--- config.mk ---
export PLATFORM = sky130hd
export DESIGN_NAME = uart_wrapper
export DESIGN_NICKNAME = d
export VERILOG_FILES = /design/src/rtl/uart_wrapper.sv
export SDC_FILE = /design/constraint.sdc
export NUM_CORES = 1
export LEC_CHECK = 0
export ABC_CLOCK_PERIOD_IN_PS = 2200
export CELL_PAD_IN_SITES_DETAIL_PLACEMENT = 1
export CELL_PAD_IN_SITES_GLOBAL_PLACEMENT = 1
export CORE_MARGIN = 2
export CORE_UTILIZATION = 41
export DETAILED_ROUTE_END_ITERATION = 10
export GPL_TIMING_DRIVEN = 0
export PLACE_DENSITY = 0.86
export SLEW_MARGIN = 20
export SYNTH_ARGS = -nofsm -noshare
export SYNTH_HDL_FRONTEND = slang
export SYNTH_SLANG_ARGS = --single-unit
--- constraint.sdc ---
create_clock -name clk -period 2.2 [get_ports clk]
set_input_delay 0.22 -clock clk [delete_from_list [all_inputs] [get_ports clk]]
set_output_delay 0.22 -clock clk [all_outputs]
set_load 0.03 [all_outputs]
--- src/rtl/uart_wrapper.sv ---
// UART front end that assembles two received bytes into a 16-bit command and sends single response bytes.
// Optional WAIT_LO timeout is enabled by defining UART_WRAPPER_TIMEOUT_EN.
module uart_wrapper #(
  parameter int BAUD_DIV     = 434,
  parameter int TIMEOUT_CLKS = 2_000_000
) (
  input  logic        clk,
  input  logic        rst_n,
  input  logic        RX,
  output logic        TX,
  output logic [15:0] cmd,
  output logic        cmd_rdy,
  input  logic        clr_cmd_rdy,
  input  logic [7:0]  resp,
  input  logic        trmt,
  output logic        tx_done
);
  localparam int CW = $clog2(BAUD_DIV);
  localparam logic [CW-1:0] FULL = CW'(BAUD_DIV - 1);
  localparam logic [CW-1:0] HALF = CW'(BAUD_DIV / 2 - 1);

  if (BAUD_DIV < 4 || TIMEOUT_CLKS < 1) begin : g_bad_param
    $error("uart_wrapper: BAUD_DIV must be >= 4 and TIMEOUT_CLKS >= 1");
  end

  typedef enum logic {RX_IDLE, RX_BUSY} rx_st_t;
  typedef enum logic {TX_IDLE, TX_BUSY} tx_st_t;
  typedef enum logic {IDLE, WAIT_LO}    asm_st_t;

  // fill_q keeps the edge detector blind until real line samples reach rx_s2_q,
  // so a line held low across reset release never looks like a start bit.
  logic       rx_s1_q, rx_s2_q, rx_prev_q;
  logic [1:0] fill_q;
  always_ff @(posedge clk or negedge rst_n) begin
    if (!rst_n) begin
      rx_s1_q   <= 1'b1;
      rx_s2_q   <= 1'b1;
      rx_prev_q <= 1'b0;
      fill_q    <= 2'b00;
    end else begin
      rx_s1_q   <= RX;
      rx_s2_q   <= rx_s1_q;
      rx_prev_q <= fill_q[1] & rx_s2_q;
      fill_q    <= {fill_q[0], 1'b1};
    end
  end

  rx_st_t          rx_st_q, rx_st_d;
  logic [CW-1:0]   rx_cnt_q, rx_cnt_d;
  logic [3:0]      rx_bit_q, rx_bit_d;
  logic [7:0]      rx_sh_q, rx_sh_d;
  logic            rx_start, rx_accept;

  always_comb begin
    rx_st_d   = rx_st_q;
    rx_cnt_d  = rx_cnt_q;
    rx_bit_d  = rx_bit_q;
    rx_sh_d   = rx_sh_q;
    rx_start  = 1'b0;
    rx_accept = 1'b0;
    case (rx_st_q)
      RX_IDLE: if (rx_prev_q && !rx_s2_q) begin
        rx_st_d  = RX_BUSY;
        rx_cnt_d = '0;
        rx_bit_d = 4'd0;
        rx_start = 1'b1;
      end
      default: begin
        if (rx_cnt_q == ((rx_bit_q == 4'd0) ? HALF : FULL)) begin
          rx_cnt_d = '0;
          rx_bit_d = rx_bit_q + 4'd1;
          if (rx_bit_q == 4'd0) begin
            if (rx_s2_q) rx_st_d = RX_IDLE;
          end else if (rx_bit_q == 4'd9) begin
            rx_accept = 1'b1;
            rx_st_d   = RX_IDLE;
          end else begin
            rx_sh_d = {rx_s2_q, rx_sh_q[7:1]};
          end
        end else begin
          rx_cnt_d = rx_cnt_q + 1'b1;
        end
      end
    endcase
  end

  asm_st_t     asm_st_q, asm_st_d;
  logic [15:0] cmd_q, cmd_d;
  logic        set_q, set_d, rdy_q, rdy_d;
  logic        tmo_hit;

`ifdef UART_WRAPPER_TIMEOUT_EN
  localparam int TW = $clog2(TIMEOUT_CLKS + 1);
  logic [TW-1:0] tmo_cnt_q, tmo_cnt_d;
  assign tmo_cnt_d = (asm_st_q == WAIT_LO) ? tmo_cnt_q + 1'b1 : '0;
  assign tmo_hit   = (asm_st_q == WAIT_LO) && (tmo_cnt_q == TW'(TIMEOUT_CLKS - 1));
  always_ff @(posedge clk or negedge rst_n) begin
    if (!rst_n) tmo_cnt_q <= '0;
    else        tmo_cnt_q <= tmo_cnt_d;
  end
`else
  assign tmo_hit = 1'b0;
`endif

  always_comb begin
    asm_st_d = asm_st_q;
    cmd_d    = cmd_q;
    set_d    = 1'b0;
    case (asm_st_q)
      IDLE: if (rx_accept) begin
        cmd_d[15:8] = rx_sh_q;
        asm_st_d    = WAIT_LO;
      end
      default: begin
        if (rx_accept) begin
          cmd_d[7:0] = rx_sh_q;
          set_d      = 1'b1;
          asm_st_d   = IDLE;
        end else if (tmo_hit) begin
          asm_st_d = IDLE;
        end
      end
    endcase
    // set has priority over any clear arriving in the same clock
    rdy_d = set_q ? 1'b1 : (clr_cmd_rdy || rx_start) ? 1'b0 : rdy_q;
  end

  tx_st_t        tx_st_q, tx_st_d;
  logic [CW-1:0] tx_cnt_q, tx_cnt_d;
  logic [3:0]    tx_bit_q, tx_bit_d;
  logic [8:0]    tx_sh_q, tx_sh_d;
  logic          tx_q, tx_d, done_q, done_d;

  always_comb begin
    tx_st_d  = tx_st_q;
    tx_cnt_d = tx_cnt_q;
    tx_bit_d = tx_bit_q;
    tx_sh_d  = tx_sh_q;
    tx_d     = tx_q;
    done_d   = done_q;
    case (tx_st_q)
      TX_IDLE: if (trmt) begin
        tx_st_d  = TX_BUSY;
        tx_cnt_d = '0;
        tx_bit_d = 4'd0;
        tx_sh_d  = {1'b1, resp};
        tx_d     = 1'b0;
        done_d   = 1'b0;
      end
      default: begin
        if (tx_cnt_q == FULL) begin
          tx_cnt_d = '0;
          if (tx_bit_q == 4'd9) begin
            tx_st_d = TX_IDLE;
            tx_d    = 1'b1;
            done_d  = 1'b1;
          end else begin
            tx_bit_d = tx_bit_q + 4'd1;
            tx_d     = tx_sh_q[0];
            tx_sh_d  = {1'b1, tx_sh_q[8:1]};
          end
        end else begin
          tx_cnt_d = tx_cnt_q + 1'b1;
        end
      end
    endcase
  end

  always_ff @(posedge clk or negedge rst_n) begin
    if (!rst_n) begin
      rx_st_q  <= RX_IDLE;
      rx_cnt_q <= '0;
      rx_bit_q <= '0;
      rx_sh_q  <= '0;
      asm_st_q <= IDLE;
      cmd_q    <= '0;
      set_q    <= 1'b0;
      rdy_q    <= 1'b0;
      tx_st_q  <= TX_IDLE;
      tx_cnt_q <= '0;
      tx_bit_q <= '0;
      tx_sh_q  <= '1;
      tx_q     <= 1'b1;
      done_q   <= 1'b0;
    end else begin
      rx_st_q  <= rx_st_d;
      rx_cnt_q <= rx_cnt_d;
      rx_bit_q <= rx_bit_d;
      rx_sh_q  <= rx_sh_d;
      asm_st_q <= asm_st_d;
      cmd_q    <= cmd_d;
      set_q    <= set_d;
      rdy_q    <= rdy_d;
      tx_st_q  <= tx_st_d;
      tx_cnt_q <= tx_cnt_d;
      tx_bit_q <= tx_bit_d;
      tx_sh_q  <= tx_sh_d;
      tx_q     <= tx_d;
      done_q   <= done_d;
    end
  end

  assign TX      = tx_q;
  assign cmd     = cmd_q;
  assign cmd_rdy = rdy_q;
  assign tx_done = done_q;
endmodule

==> reports/metrics.csv, run 1 <==
metric,value,unit
status,"complete, but fails checks",
violations,setup timing,
design.die.area,8870,um2
finalInstanceArea,4210,um2
ant_nets,0,
hold_viol,0,
drt_pre_antenna_iters,4,
async_flop_share,100,%
initial_core_util,42.7,%
clkSlewWorstSetupHoldPaths,0.08,ns
yosys_warnings,0,
worst_setup_path_start_kind,flop,
grt_busiest_layer,met2,
period_share,103,%
dpl.cell_count,424,
switchingPower,974,uW
rsz0062_at_grt,true,
setup_ws,-0.0622,ns
vias_per_cell,5.40,
route.detailed.wl_per_inst,18.0,um
grt_usage,19.6,%
seq_area_frac_synth,53.0,%
timing_worst_setup_path_type,flop to flop,
reg2reg_from,rx_bit_q[1],
gr-usage-met3,5.46,%
setup_viol,16,
detailroute.via_count,2430,
synth_edf_count,0,
drv_slew,0,
cp-end-kind,flop,
r2r_slack,-0.06,ns
post-dp-hpwl,5.06,mm
grt_first_pass_wirelength,13.2,mm
cts_root_buf,clkbuf_8,
rr_worst_depth,9,
grt_pass1_vias,2648,
use_met2,36.0,%
max_freq,0.442,GHz
place_area,3810,um2
cts_inserted_buffers,9,
drive_above_1_share,25.9,%
cts_max_level,3,
synthCells,290,
grt_max_degree,46,
drtIter0Drc,103,
ir_drop,0.000463,V
hold_path_class,input pin to async pin,
p_clk_share,37.5,%
worst_ep_required_time,2.43,ns
drv_cap,0,
antenna_found_initial,0,
cts_sinks,70,
yosys.area.top_type_share,44.3,%
syn_area,3330,um2
final-instance-count-excl-fill,450,
layout.nets,366,
fp-row-count,32,
drc_errors,0,
overflow,0,
clock_skew,0.00950,ns
synthTopCellsByArea,"dfrtp_1, dfstp_2, mux2_2, ha_1, o21ai_0",
die_height,94.2,um
ys_types,51,
swShare,28.3,%
path_max_fanout,8,
dieWidth,94.2,um
synth_seq_cells,70,
p_per_area,817,nW/um2
routed_wl,8.09,mm
synth_ff_type,dfrtp_1,
startpoint,rx_bit_q[1],
fill_cells,842,
clock_latency,0.35,ns
tightest_slew,0.872,ns
syn_avg_cell_area,11.5,um2
synth_fp_nets,313,
antennaDiodeCount,0,
cts_tree,yes,
arrival,2.49,ns
r2r-end,cmd[4],
synth_top_area_cell,dfrtp_1,
boundaryPins,32,
max-clock-path-buffers,2,
yosysMostFrequentCell,dfrtp_1,
period_minus_slack,2.26,ns
synthToLayoutAreaGrowth,26.2,%
slew_headroom,41.9,%
p_comb_share,13.2,%
p_int,2460,uW
core_area,7810,um2
p_total,3440,uW
sequentialPowerShare,49.2,%
gp_congestion,0.796,
met1_usage,22.8,%
port_buffers,31,
leakage,0.00194,uW
synthTopCellsByCount,"dfrtp_1, nand2_1, mux2_2, o21ai_0, nor2_1",
-- timing repair --
| item | 4_1_cts | 5_1_grt |
|---|---|---|
| buffers inserted | 7 | 2 |
| gates resized for setup | 9 | 9 |
| hold buffers | 1 | 0 |
| setup endpoints to repair | 16 | 16 |
| pin swaps | 4 | 3 |
| hold endpoints to repair | 20 | 0 |
-- worst max path at each step --
stage              end  slack (ns)  depth (start not counted)
2_1_floorplan   cmd[0]       0.002                          9
3_3_place_gp   cmd[12]       -1.49                          1
3_5_place_dp    cmd[4]       -0.41                          9
4_1_cts         cmd[3]       -0.01                          9
5_1_grt         cmd[4]       -0.17                          9
6_report        cmd[4]       -0.06                          9
-- area by class of cell --
type,instances,area (um2),area share (%)
clock buffers,9,124,2.94
plain buffers,9,78.8,1.87
repair buffers,42,405,9.64
clock inverters,7,123,2.91
inverters,12,45.0,1.07
flip-flops and latches,70,1770,42.0
well taps,102,128,3.03
multi-input cells,199,1540,36.6
-- critical path, stage by stage (launching register included) --
cell and delay [ns]:
dfrtp_1 0.41, inv_2 0.09, ha_4 0.14, nor3b_4 0.19, nand4_1 0.18, a21oi_4 0.20, nor3b_4 0.22, ha_2 0.25
buf_12 0.15, mux2_4 0.30
-- cell usage in the layout, fill, tap and decap left out, types with 8 or more instances in the layout --
| cell type | count |
|---|---|
| inv_1 | 10 |
| clkbuf_8 | 10 |
| nand2_1 | 31 |
| clkdlybuf4s50_1 | 30 |
| buf_4 | 10 |
| mux2_2 | 16 |
| dfrtp_1 | 59 |
| dfstp_2 | 11 |
| and3_1 | 8 |
| a21oi_1 | 8 |
| nor2_1 | 13 |
| mux2_4 | 8 |
| mux2i_1 | 9 |
| o21ai_0 | 24 |
| ha_1 | 8 |
-- registers in the layout, indices dropped and copies added, names as in the netlist --
signal and cells:
set_q 1, tx_bit_q 4, rx_cnt_q 9, rx_s1_q 1
tx_st_q 1, rx_bit_q 4, cmd 16, tx_done 1
rx_s2_q 1, tx_sh_q 8, asm_st_q 1, fill_q 2
TX 1, cmd_rdy 1, rx_sh_q 8, rx_st_q 1
tx_cnt_q 9, rx_prev_q 1
-- power groups by stage --
stage	clock network, uW	logic (uW)	registers [uW]
2_1_floorplan	0	312	1660
3_3_place_gp	0	407	1700
3_5_place_dp	0	448	1710
4_1_cts	1310	461	1690
5_1_grt	1370	523	1730
6_report	1290	455	1690
-- cells by family (layout without fill, tap and decap cells) --
group	after synthesis	count (layout)	synth area share, %
simple gates	93	93	16.0
flops	70	70	53.0
compound gates	57	57	12.1
mux	33	33	10.8
buf+inv	21	79	2.93
fa+ha+maj	10	10	3.75
xor+xnor	5	5	1.31
other cells	1	1	0.113
-- per-layer routing --
layer | vias to the layer above | part of all wire, %
met4 | 0 | 1.2
met2 | 41 | 54
met5 | - | 0
li1 | 1116 | -
met1 | 1263 | 42
met3 | 10 | 2.8
-- through the flow --
stage          TNS, ns  hold slack (ns)  utilization (%)  worst slack [ns]
2_1_floorplan        0          -0.0756                -           0.00179
3_3_place_gp    -99.10            0.334             48.6             -1.49
3_5_place_dp     -5.89            0.162             48.8            -0.414
4_1_cts        -0.0465            0.321             53.3           -0.0128
5_1_grt          -2.47            0.321             53.9            -0.169
6_report        -0.693            0.334             53.9           -0.0622
(Power assumes the default switching activity.)
==> run 2: changes to the inputs <==
- CORE_MARGIN: 2 -> not set
==> reports/metrics.csv, run 2 (same netlist as run 1, synthesis figures left out) <==
metric,value,unit
worst_setup_path_start_kind,flop,
initial_core_util,42.7,%
ant_nets,0,
synthToLayoutAreaGrowth,24.2,%
port_buffers,31,
antenna_found_initial,0,
gr-usage-met3,4.81,%
final-instance-count-excl-fill,446,
grt_first_pass_wirelength,13.1,mm
final-seq-area,1770,um2
p_total,3180,uW
fill_cells,843,
drc_errors,0,
cts_tree,yes,
path_max_fanout,8,
cp-end-kind,flop,
grt_busiest_layer,met2,
max_freq,0.431,GHz
p_per_area,768,nW/um2
utilization,53.0,%
violations,setup timing,
ir_drop,0.000427,V
setup_viol,16,
clock_latency,0.35,ns
finalInstanceArea,4140,um2
dpl.cell_count,424,
grt_max_degree,54,
grt_pass1_vias,2660,
tightest_slew,0.715,ns
whs,0.292,ns
hold_viol,0,
routed_wl,7.61,mm
worst_ep_required_time,2.43,ns
drv_slew,0,
die_height,92.2,um
post-dp-hpwl,5.05,mm
drive_above_1_share,25.0,%
design.die.area,8490,um2
cts_max_level,3,
layout.nets,362,
grt_usage,20.0,%
clkSlewWorstSetupHoldPaths,0.08,ns
cts_root_buf,clkbuf_8,
core_area,7810,um2
cts_inserted_buffers,9,
leakage,0.00190,uW
antennaDiodeCount,0,
layout.cells.most_common,dfrtp_1,
detailroute.via_count,2389,
max-clock-path-buffers,2,
multiInputGateArea,1540,um2
clock_skew,0.00733,ns
dieWidth,92.2,um
slew_headroom,52.4,%
fp-row-count,32,
place_area,3820,um2
period_minus_slack,2.32,ns
route.detailed.wl_per_inst,17.1,um
arrival,2.55,ns
timing_worst_setup_path_type,flop to flop,
rsz0062_at_grt,true,
gp_congestion,0.768,
final_cell_mix,"dfrtp_1, nand2_1, clkdlybuf4s50_1",
setup_ws,-0.121,ns
hold_path_class,input pin to async pin,
use_met2,36.6,%
drtIter0Drc,56,
boundaryPins,32,
drt_pre_antenna_iters,4,
period_share,105,%
status,"complete, but fails checks",
largest_reg_flops,16,
vias_per_cell,5.36,
met1_usage,23.1,%
cts_sinks,70,
overflow,0,
drv_cap,0,
## run 2: worst max-delay path, cell delays in order (launching register included)
cell and delay [ns]:
dfrtp_1 0.40, inv_2 0.09, ha_4 0.14, nor3b_4 0.19, nand4_1 0.17, a21oi_4 0.18, nor3b_4 0.29, ha_2 0.26
clkbuf_16 0.17, mux2_4 0.30
## run 2: worst paths after layout
path | endpoint | from | slack (ns) | depth (start not counted)
worst max register to register | cmd[6] | rx_bit_q[0] | -0.12 | 9
worst min register to register | fill_q[1] | fill_q[0] | 0.36 | 0
min in group clk | rx_s1_q | RX | 0.34 | 1
worst min-delay path | rx_cnt_q[6] | rst_n | 0.29 | 2
max in group asynchronous | tx_sh_q[3] | rst_n | 1.31 | 3
worst max-delay path | cmd[6] | rx_bit_q[0] | -0.12 | 9
## run 2: power breakdown
| group | switching (uW) | internal, uW | total [uW] |
|---|---|---|---|
| clock network | 510 | 524 | 1030 |
| registers | 211 | 1480 | 1690 |
| logic | 221 | 235 | 456 |
| total | 943 | 2240 | 3180 |
## run 2: cell type report
class / count / share of cell area, %
Clock inverter: 7 / 1.81
Buffer: 9 / 2.02
Tap cell: 102 / 3.08
Multi-Input combinational cell: 199 / 37.1
Inverter: 12 / 1.09
Clock buffer: 9 / 2.99
Sequential cell: 70 / 42.6
Timing Repair Buffer: 38 / 9.24
## run 2: per-stage QoR
stage               setup slack, ns  setup TNS [ns]
floorplan                   0.00179               0
global placement              -1.47          -97.84
detailed placement           -0.357           -5.38
CTS                         -0.0949           -1.30
global route                 -0.238           -3.49
finish                       -0.121           -1.67
## run 2: timing repair
| item | CTS | global route |
|---|---|---|
| setup buffers | 5 | 0 |
| hold buffers | 1 | 0 |
| setup endpoints to repair | 16 | 16 |
| hold endpoints to repair | 16 | 0 |
| resized for setup | 17 | 0 |
| pin swaps | 4 | 0 |
## run 2: per-layer routing
metal  share of wire [%]  routed length, um  vias up
li1                    -                  -     1115
met1                  42               3200     1228
met2                  55               4160       38
met3                 2.5                189        8
met4                0.83                 63        0
met5                   0                  0        -
